===== config.mk =====
export PLATFORM = sky130hd
export DESIGN_NAME = mbist_march_ctrl
export DESIGN_NICKNAME = d
export VERILOG_FILES = /design/src/rtl/mbist_march_ctrl.sv
export SDC_FILE = /design/constraint.sdc
export NUM_CORES = 1
export LEC_CHECK = 0
export CORE_UTILIZATION = 35
export CTS_CLUSTER_DIAMETER = 200
export CTS_CLUSTER_SIZE = 10
export DETAILED_ROUTE_END_ITERATION = 6
export GPL_ROUTABILITY_DRIVEN = 0
export PLACE_DENSITY = 0.65
export SYNTH_ARGS = -nofsm -noshare
export SYNTH_HDL_FRONTEND = slang
export SYNTH_SLANG_ARGS = --single-unit

===== constraint.sdc =====
create_clock -name clk -period 4.2 [get_ports clk]
set_clock_uncertainty 0.05 [all_clocks]
set_input_delay 0.84 -clock clk [delete_from_list [all_inputs] [get_ports clk]]
set_output_delay 0.84 -clock clk [all_outputs]
set_load 0.1 [all_outputs]

===== src/rtl/mbist_march_ctrl.sv =====
// -----------------------------------------------------------------------------
// mbist_march_ctrl
//
// Runs a March C- test over one synchronous-write / registered-read memory:
//   E0 up(w0)  E1 up(r0,w1)  E2 up(r1,w0)  E3 down(r0,w1)  E4 down(r1,w0)  E5 up(r0)
// Write-only addresses take one cycle (WR). Read addresses take two cycles:
// RD issues the read, then CMP checks the returned data and, in E1-E4, writes.
// Total runtime is 11 * 2**AWIDTH cycles when no miscompare is seen.
//
// Optional feature: define MBIST_DIAG_EN to add o_err_cnt. The test then never
// aborts: every miscompare is counted (saturating) and o_fail_* keep the first.
// Without it, the first miscompare suppresses that CMP cycle's write and ends
// the test.
//
// Ports
//   clk, rst             clock, asynchronous active-high reset
//   i_start              one-cycle pulse, accepted in IDLE or DONE
//   o_busy, o_done       test running / test finished (held until next start)
//   o_fail               miscompare seen, valid with o_done
//   o_fail_elem/addr/data  element, address and read data of first miscompare
//   o_err_cnt            miscompare count (MBIST_DIAG_EN only)
//   o_mem_we/wraddr/datain  memory write port
//   o_mem_re/rdaddr      memory read port
//   i_mem_dataout        memory read data, valid the cycle after o_mem_re
// -----------------------------------------------------------------------------
module mbist_march_ctrl #(
  parameter int unsigned DWIDTH = 32,
  parameter int unsigned AWIDTH = 10
) (
  input  logic              clk,
  input  logic              rst,
  input  logic              i_start,
  output logic              o_busy,
  output logic              o_done,
  output logic              o_fail,
  output logic [2:0]        o_fail_elem,
  output logic [AWIDTH-1:0] o_fail_addr,
  output logic [DWIDTH-1:0] o_fail_data,
`ifdef MBIST_DIAG_EN
  output logic [15:0]       o_err_cnt,
`endif
  output logic              o_mem_we,
  output logic [AWIDTH-1:0] o_mem_wraddr,
  output logic [DWIDTH-1:0] o_mem_datain,
  output logic              o_mem_re,
  output logic [AWIDTH-1:0] o_mem_rdaddr,
  input  logic [DWIDTH-1:0] i_mem_dataout
);

  localparam logic [AWIDTH-1:0] LastAddr = {AWIDTH{1'b1}};

  typedef enum logic [2:0] {StIdle, StWr, StRd, StCmp, StDone} state_e;

  state_e              r_state, w_state_d;
  logic [2:0]          r_elem, w_elem_d;
  logic [AWIDTH-1:0]   r_addr, w_addr_d;

  logic                w_down;
  logic                w_last;
  logic [AWIDTH-1:0]   w_addr_step;
  logic [AWIDTH-1:0]   w_addr_first_next;
  logic [DWIDTH-1:0]   w_exp;
  logic                w_miscmp;
  logic                w_abort;
  logic                w_start_acc;

  logic                r_mem_we, r_mem_re;
  logic [AWIDTH-1:0]   r_mem_wraddr, r_mem_rdaddr;
  logic [DWIDTH-1:0]   r_mem_datain;
  logic                w_mem_we_d, w_mem_re_d;
  logic [DWIDTH-1:0]   w_mem_datain_d;

  logic                r_fail;
  logic [2:0]          r_fail_elem;
  logic [AWIDTH-1:0]   r_fail_addr;
  logic [DWIDTH-1:0]   r_fail_data;

  // Element / address bookkeeping
  assign w_down      = (r_elem == 3'd3) || (r_elem == 3'd4);
  assign w_last      = w_down ? (r_addr == '0) : (r_addr == LastAddr);
  assign w_addr_step = w_down ? (r_addr - AWIDTH'(1)) : (r_addr + AWIDTH'(1));
  // E3 and E4 run downward, so they start at the top address.
  assign w_addr_first_next = ((r_elem == 3'd2) || (r_elem == 3'd3)) ? LastAddr : '0;

  // E2 and E4 expect ones, every other read element expects zeros.
  assign w_exp    = ((r_elem == 3'd2) || (r_elem == 3'd4)) ? {DWIDTH{1'b1}} : {DWIDTH{1'b0}};
  assign w_miscmp = (r_state == StCmp) && (i_mem_dataout != w_exp);

`ifdef MBIST_DIAG_EN
  assign w_abort = 1'b0;
`else
  assign w_abort = w_miscmp;
`endif

  assign w_start_acc = i_start && ((r_state == StIdle) || (r_state == StDone));

  // State register
  always_ff @(posedge clk or posedge rst) begin
    if (rst) begin
      r_state <= StIdle;
      r_elem  <= 3'd0;
      r_addr  <= '0;
    end else begin
      r_state <= w_state_d;
      r_elem  <= w_elem_d;
      r_addr  <= w_addr_d;
    end
  end

  // Next-state logic
  always_comb begin
    w_state_d = r_state;
    w_elem_d  = r_elem;
    w_addr_d  = r_addr;
    case (r_state)
      StIdle, StDone: begin
        if (i_start) begin
          w_state_d = StWr;
          w_elem_d  = 3'd0;
          w_addr_d  = '0;
        end
      end
      StWr: begin
        if (w_last) begin
          w_state_d = StRd;
          w_elem_d  = 3'd1;
          w_addr_d  = '0;
        end else begin
          w_addr_d  = w_addr_step;
        end
      end
      StRd: w_state_d = StCmp;
      StCmp: begin
        if (w_abort) begin
          w_state_d = StDone;
        end else if (w_last) begin
          if (r_elem == 3'd5) begin
            w_state_d = StDone;
          end else begin
            w_state_d = StRd;
            w_elem_d  = r_elem + 3'd1;
            w_addr_d  = w_addr_first_next;
          end
        end else begin
          w_state_d = StRd;
          w_addr_d  = w_addr_step;
        end
      end
      default: w_state_d = StIdle;
    endcase
  end

  // Output logic: memory controls are precomputed from the next state so the
  // registered port lines up with the state it belongs to.
  always_comb begin
    w_mem_we_d     = (w_state_d == StWr) || ((w_state_d == StCmp) && (w_elem_d != 3'd5));
    w_mem_re_d     = (w_state_d == StRd);
    w_mem_datain_d = ((w_elem_d == 3'd1) || (w_elem_d == 3'd3)) ? {DWIDTH{1'b1}}
                                                                 : {DWIDTH{1'b0}};
    o_busy         = (r_state == StWr) || (r_state == StRd) || (r_state == StCmp);
    o_done         = (r_state == StDone);
  end

  always_ff @(posedge clk or posedge rst) begin
    if (rst) begin
      r_mem_we     <= 1'b0;
      r_mem_re     <= 1'b0;
      r_mem_wraddr <= '0;
      r_mem_rdaddr <= '0;
      r_mem_datain <= '0;
    end else begin
      r_mem_we     <= w_mem_we_d;
      r_mem_re     <= w_mem_re_d;
      r_mem_wraddr <= w_addr_d;
      r_mem_rdaddr <= w_addr_d;
      r_mem_datain <= w_mem_datain_d;
    end
  end

  // Read data only arrives in the CMP cycle itself, so suppressing that
  // cycle's write on a miscompare has to gate the registered enable.
  assign o_mem_we     = r_mem_we & ~w_abort;
  assign o_mem_re     = r_mem_re;
  assign o_mem_wraddr = r_mem_wraddr;
  assign o_mem_rdaddr = r_mem_rdaddr;
  assign o_mem_datain = r_mem_datain;

  // First-failure capture
  always_ff @(posedge clk or posedge rst) begin
    if (rst) begin
      r_fail      <= 1'b0;
      r_fail_elem <= 3'd0;
      r_fail_addr <= '0;
      r_fail_data <= '0;
    end else if (w_start_acc) begin
      r_fail      <= 1'b0;
      r_fail_elem <= 3'd0;
      r_fail_addr <= '0;
      r_fail_data <= '0;
    end else if (w_miscmp && !r_fail) begin
      r_fail      <= 1'b1;
      r_fail_elem <= r_elem;
      r_fail_addr <= r_addr;
      r_fail_data <= i_mem_dataout;
    end
  end

  assign o_fail      = r_fail;
  assign o_fail_elem = r_fail_elem;
  assign o_fail_addr = r_fail_addr;
  assign o_fail_data = r_fail_data;

`ifdef MBIST_DIAG_EN
  logic [15:0] r_err_cnt;

  always_ff @(posedge clk or posedge rst) begin
    if (rst) begin
      r_err_cnt <= 16'd0;
    end else if (w_start_acc) begin
      r_err_cnt <= 16'd0;
    end else if (w_miscmp && (r_err_cnt != 16'hFFFF)) begin
      r_err_cnt <= r_err_cnt + 16'd1;
    end
  end

  assign o_err_cnt = r_err_cnt;
`endif

endmodule


==> results of run 1 <==
registers in the layout, indices dropped and copies added (netlist names):
name and flops:
r_mem_we 1, o_fail_elem 3, o_fail 1, o_mem_re 1, o_mem_rdaddr 10, o_fail_data 32
r_elem 3, o_mem_datain 1, o_fail_addr 10, r_state 3
worst max-delay path by stage:
stage,slack [ps],from,end
6_report,400,i_mem_dataout[27],o_mem_we
5_1_grt,240,i_mem_dataout[27],o_mem_we
4_1_cts,380,i_mem_dataout[27],o_mem_we
3_5_place_dp,410,i_mem_dataout[27],o_mem_we
3_3_place_gp,400,i_mem_dataout[27],o_mem_we
2_1_floorplan,360,i_mem_dataout[22],o_mem_we
tightest hold or removal path: cells and delay by family, from the launching register on:
family | cells | cell delay [ps]
DFF | 1 | 380
AOI/OAI and AO/OA | 1 | 60
and+or+nand+nor | 1 | 50
layout make-up:
| class | instances | area, µm² | share of cell area, % |
|---|---|---|---|
| Multi-Input combinational cell | 294 | 1690 | 33.3 |
| Timing Repair Buffer | 140 | 1320 | 26.0 |
| Inverter | 12 | 45.0 | 0.888 |
| Tap cell | 136 | 170 | 3.35 |
| Clock inverter | 7 | 95.1 | 1.87 |
| Sequential cell | 65 | 1630 | 32.1 |
| Clock buffer | 9 | 124 | 2.44 |
layout by cell type (no fill, tap or decap), types with 3 or more instances in the layout:
cell and instances:
nor2_1 11, xnor2_1 7, nor2b_1 4, nand4_1 10
nor4_1 11, or3_1 4, ha_1 13, o21ai_1 5
inv_1 11, dfrtp_1 65, o21ai_0 55, a21oi_1 15
nand2_1 110, buf_4 36, nor3_1 3, nand3_1 5
clkbuf_8 9, clkdlybuf4s50_1 103
stage by stage:
| stage | cells | setup slack (ps) | util (%) | cell area [µm²] | hold slack (ps) |
|---|---|---|---|---|---|
| after floorplan | 429 | 361 | - | 3740 | 442 |
| after global placement | 647 | 400 | 47.0 | 4850 | 466 |
| after detailed placement | 647 | 412 | 47.0 | 4850 | 470 |
| after CTS | 663 | 383 | 49.1 | 5070 | 483 |
| after global routing | 663 | 245 | 49.1 | 5070 | 495 |
| final | 663 | 403 | 49.1 | 5070 | 474 |
cell families (layout without fill, tap and decap cells):
group / count (synthesis) / in the layout / share of synthesized area, %
simple gates: 172 / 172 / 21.8
compound gates: 99 / 99 / 16.1
buf+inv: 70 / 168 / 11.4
flops: 65 / 65 / 43.5
fa+ha+maj: 14 / 14 / 4.89
xor+xnor: 8 / 8 / 1.87
mux: 1 / 1 / 0.401
routing by layer:
metal | track usage (%) | vias to the layer above | wire, µm
met1 | 23.1 | 1544 | 4380
met3 | 4.14 | 16 | 469
met2 | 28.2 | 111 | 4530
met5 | 0 | - | 0
met4 | 6.84 | 0 | 159
li1 | - | 1626 | -
==> summary.txt, run 1 <==
Setup path
  – Crit Reg-Reg Endpoint: o_mem_rdaddr[9]
  – Crit path capture type: output pin
  – Critical Path AT: 2910 ps
  – Reg-to-reg startpoint: r_elem[0]
  – Reg2reg setup slack: 1060 ps
  – CP peak stage delay: 510 ps
  – CP cell instances: clkdlybuf4s50_1 > nand4_1 > nor4_1 > nand3b_1 > nand2_1 > nor2_1 > nor2b_1 > buf_12
  – CP max stage cell: clkdlybuf4s50_1
  – Stages on the worst setup path: 8
  – Critical path class: input pin to output pin
  – CP Data Required Time: 3310 ps
  – WP buf/inv: 2
  – CP top delay family: simple AND/OR/NAND/NOR gates
  – FF-to-FF path depth: 11
  – Worst-path maximum fanout: 8
  – CP startpoint kind: input pin

Clock network
  – Clk root buf: clkbuf_8
  – Clock Latency Late Sink: 350 ps
  – Clock sink count: 65
  – Total CTS buffers: 9
  – CTS max path bufs: 2
  – Gates resized, CTS repair: 0
  – CTS tree: built
  – Clk slew on worst S/H paths: 80 ps
  – CTS Hold Bufs: 0
  – Post-CTS setup buffer count: 0
  – H-tree Lvls: 3

Logic synthesis
  – Synth Net Count: 478
  – Number of synthesized register bits: 65
  – Post-synth EDFFs: 0
  – Synth area leader: dfrtp_1
  – Main synth FF type: dfrtp_1
  – Synthesized area: 0.00374 mm²
  – Synth top cells by count: 110 x nand2_1, 65 x dfrtp_1, 55 x o21ai_0, 42 x buf_4
  – Most common cell in the netlist: nand2_1
  – Area contributors post-synth: dfrtp_1 44%, nand2_1 11%, buf_4 8.4%
  – Seq/Total Area, Yosys: 43.5%
  – Post-synth cell types: 50
  – Synth top area share: 43.5%
  – Syn Area/Cell: 8.71 µm²
  – Async SR Flop Fraction: 100%
  – Ys Warns: 0
  – Syn Inst Count: 429

Floorplanning
  – FP Rows: 37
  – Chip Height: 105 µm
  – Top Ports: 137
  – Core footprint: 0.0103 mm²
  – Starting density of the core: 36.2%
  – Die area: 0.0111 mm²
  – Die Wd: 105 µm

Layout
  – Area delta synth->final: 35.7%
  – Fin nets: 571
  – Fillers: 966
  – Diodes inserted: 0
  – Share of layout cells above drive strength 1: 13.1%

Global route
  – Gr ovfl total: 0
  – Largest net degree at the start of global routing: 59
  – GRT Util Overall: 17.6%
  – Vias in the first global route: 3053
  – Initial antenna violation count: 0
  – First-pass GRT wire length: 15400 µm

Worst hold path
  – Hold EP: o_fail_data[20]
  – WHS Path Cells: 2
  – Hold Crit Start: o_fail_data[20]
  – Worst hold path class: flip-flop to flip-flop

Route
  – Detailed Routing Iterations Pass 1: 4
  – # DRC: 0
  – Routed len/inst: 14.4 µm
  – WL final: 9550 µm
  – Via count: 3297
  – 1st-iter DRT viols: 111
  – Via/cell ratio: 4.97
  – Number of routed nets with antenna violations: 0

Timing
  – Worst slew margin: 32.1%
  – Unrepaired setup endpoints after global routing: false
  – Setup TNS: 0 ps
  – Slew @ Worst Pin: 1020 ps
  – Setup-failing EPs final: 0
  – Final Critical Period: 3800 ps
  – Hold Fails Final Rpt: 0
  – Max Slew Vio Count: 0
  – Tcrit/Tclk final: 90.4%
  – Maximum clock rate: 263 MHz

Flow run
  – Maxcap violations: 0

Run status
  – Outcome: completed

Place
  – Hpwl dp: 7050 µm
  – Port buffer count: 136
Power of run 1 is not shown: default switching activity piles up to over one toggle a cycle in this logic, so the estimate is an artifact.
==> inputs of run 2 (changes only) <==
--- a/config.mk
+++ b/config.mk
@@ -5,12 +5,14 @@
 export SDC_FILE = /design/constraint.sdc
 export NUM_CORES = 1
 export LEC_CHECK = 0
+export CORE_MARGIN = 2
 export CORE_UTILIZATION = 35
 export CTS_CLUSTER_DIAMETER = 200
 export CTS_CLUSTER_SIZE = 10
 export DETAILED_ROUTE_END_ITERATION = 6
 export GPL_ROUTABILITY_DRIVEN = 0
 export PLACE_DENSITY = 0.65
+export SLEW_MARGIN = 20
 export SYNTH_ARGS = -nofsm -noshare
 export SYNTH_HDL_FRONTEND = slang
 export SYNTH_SLANG_ARGS = --single-unit
==> run 2 against run 1 <==
  * Count of clock-buffer cells in the layout up 3
  * Die area increased by 3.8%
  * Register-to-register slack better by 50 ps
  * Via count is 0.39% higher
  * Final area is 0.15% lower
  * Non-clock buffer count rose by 1
  * Cell count is 0.15% higher
  * Largest cell class unchanged
==> summary.txt, run 2 (same netlist as run 1, synthesis figures left out) <==
Setup path
  – CP Data Required Time: 3310 ps (about the same)
  – Crit path capture type: output pin
  – CP startpoint kind: input pin
  – CP top delay family: simple AND/OR/NAND/NOR gates
  – Critical Path AT: 2770 ps (-140 ps)
  – CP max stage cell: clkdlybuf4s50_1
  – Critical path class: input pin to output pin
  – Worst-path maximum fanout: 3 (-5)
  – WP buf/inv: 2 (unchanged)
  – CP peak stage delay: 510 ps (about the same)
  – CP cell instances: clkdlybuf4s50_1 > nand4_1 > nor4_1 > nand3b_1 > nand2_1 > nor2_1 > nor2b_1 > buf_12

Route
  – WL final: 9690 µm (+1.5%)
  – Met2 WL: 4630 µm (+2.2%)
  – Via/cell ratio: 4.98 (+0.24%)
  – Wl on met1: 4370 µm (-0.37%)
  – DR WL met3: 586 µm (+25%)
  – Number of routed nets with antenna violations: 0 (unchanged)
  – Routed len/inst: 14.6 µm (+1.3%)
  – Detailed Routing Iterations Pass 1: 5 (+1)
  – # DRC: 0 (unchanged)
  – Via count: 3310 (+0.39%)
  – DR top layer: met4
  – 1st-iter DRT viols: 186 (+68%)

Floorplanning
  – Chip Height: 107 µm (+1.9%)
  – Top Ports: 137 (unchanged)
  – Starting density of the core: 36.1% (-0.16 points)
  – Die area: 0.0115 mm² (+3.8%)
  – FP Rows: 37 (unchanged)
  – Core footprint: 0.0104 mm² (+0.45%)
  – Die Wd: 107 µm (+1.9%)

Timing
  – Maximum clock rate: 273 MHz (+3.7%)
  – Setup TNS: 0 ps (unchanged)
  – Hold Fails Final Rpt: 0 (unchanged)
  – Slew @ Worst Pin: 1010 ps (-3.59 ps)
  – Worst slew margin: 32.3% (+0.24 points)
  – Setup-failing EPs final: 0 (unchanged)
  – Final Critical Period: 3660 ps (-135 ps)
  – Max Slew Vio Count: 0 (unchanged)
  – Unrepaired setup endpoints after global routing: false
  – Hold_ws: 472 ps (-2.20 ps)
  – Tcrit/Tclk final: 87.2% (-3.2 points)

Clock network
  – Clk root buf: clkbuf_8
  – H-tree Lvls: 3 (unchanged)
  – Clock Latency Late Sink: 340 ps (about the same)
  – CTS max path bufs: 2 (unchanged)
  – Clock sink count: 65 (unchanged)
  – CTS tree: built
  – Post-CTS setup buffer count: 0 (unchanged)
  – Clk slew on worst S/H paths: 70 ps (about the same)
  – CTS Hold Bufs: 0 (unchanged)
  – Gates resized, CTS repair: 0 (unchanged)
  – Total CTS buffers: 9 (unchanged)

Global route
  – GRT Util Overall: 17.2% (-0.49 points)
  – Largest net degree at the start of global routing: 47 (-20%)
  – Gr ovfl total: 0 (unchanged)
  – Initial antenna violation count: 0 (unchanged)
  – First-pass GRT wire length: 15600 µm (+0.76%)
  – Vias in the first global route: 3095 (+1.4%)

Layout
  – Commonest non-fill, non-tap cell in the layout: nand2_1
  – Diodes inserted: 0 (unchanged)
  – Max reg flops: 32 (unchanged)
  – Share of layout cells above drive strength 1: 13.3% (+0.16 points)
  – Area delta synth->final: 35.5%
  – Most frequent cells in the layout: 110 x nand2_1, 102 x clkdlybuf4s50_1, 65 x dfrtp_1, 55 x o21ai_0, 38 x buf_4
  – Fin nets: 572 (+0.18%)

Flow run
  – Maxcap violations: 0 (unchanged)

Place
  – Port buffer count: 136 (unchanged)
  – Hpwl dp: 7100 µm (+0.70%)

Run status
  – Outcome: completed

Worst hold path
  – Worst hold path class: flip-flop to flip-flop
[run 2: final cells by class]
| type | count | area, µm² |
|---|---|---|
| Fill cell | 990 | 5310 |
| Multi-Input combinational cell | 294 | 1690 |
| Sequential cell | 65 | 1630 |
| Timing Repair Buffer | 141 | 1330 |
| Tap cell | 136 | 170 |
| Clock buffer | 12 | 155 |
| Clock inverter | 4 | 51.3 |
| Inverter | 12 | 45.0 |
[run 2: metal layers]
layer  up-vias  GRT usage [%]
li1       1634              -
met1      1543           23.2
met2       122           27.4
met3        11           3.03
met4         0           6.59
met5         -              0
[run 2: final timing paths]
path	start	end	slack (ps)	depth (start not counted)
max	i_mem_dataout[29]	o_mem_we	540	8
min	o_fail_addr[0]	o_fail_addr[0]	470	2
max reg2reg	r_elem[0]	o_mem_rdaddr[9]	1110	11
min reg2reg	o_fail_addr[0]	o_fail_addr[0]	470	2
max in group asynchronous	rst	o_fail_addr[7]	2370	3
min in group asynchronous	rst	o_fail_data[24]	790	2
[run 2: worst reg2reg max path, stage by stage (launching register included)]
cell and delay [ps]:
dfrtp_1 460, inv_1 120, ha_1 220, mux2_4 370, ha_1 310, a21oi_1 210
o211ai_1 170, o41ai_1 470, o21ai_0 210, xnor2_1 160, a21oi_1 130, o21ai_0 80
[run 2: through the flow]
stage          util, %  std cells  cell area, µm²  setup WS [ps]
4_1_cts           48.8        664            5060            553
3_5_place_dp      46.9        648            4860            582
2_1_floorplan        -        429            3740            361
3_3_place_gp      46.9        648            4860            549
5_1_grt           48.8        664            5060            419
6_report          48.8        664            5060            538
Power of run 2 is left out for the same reason.
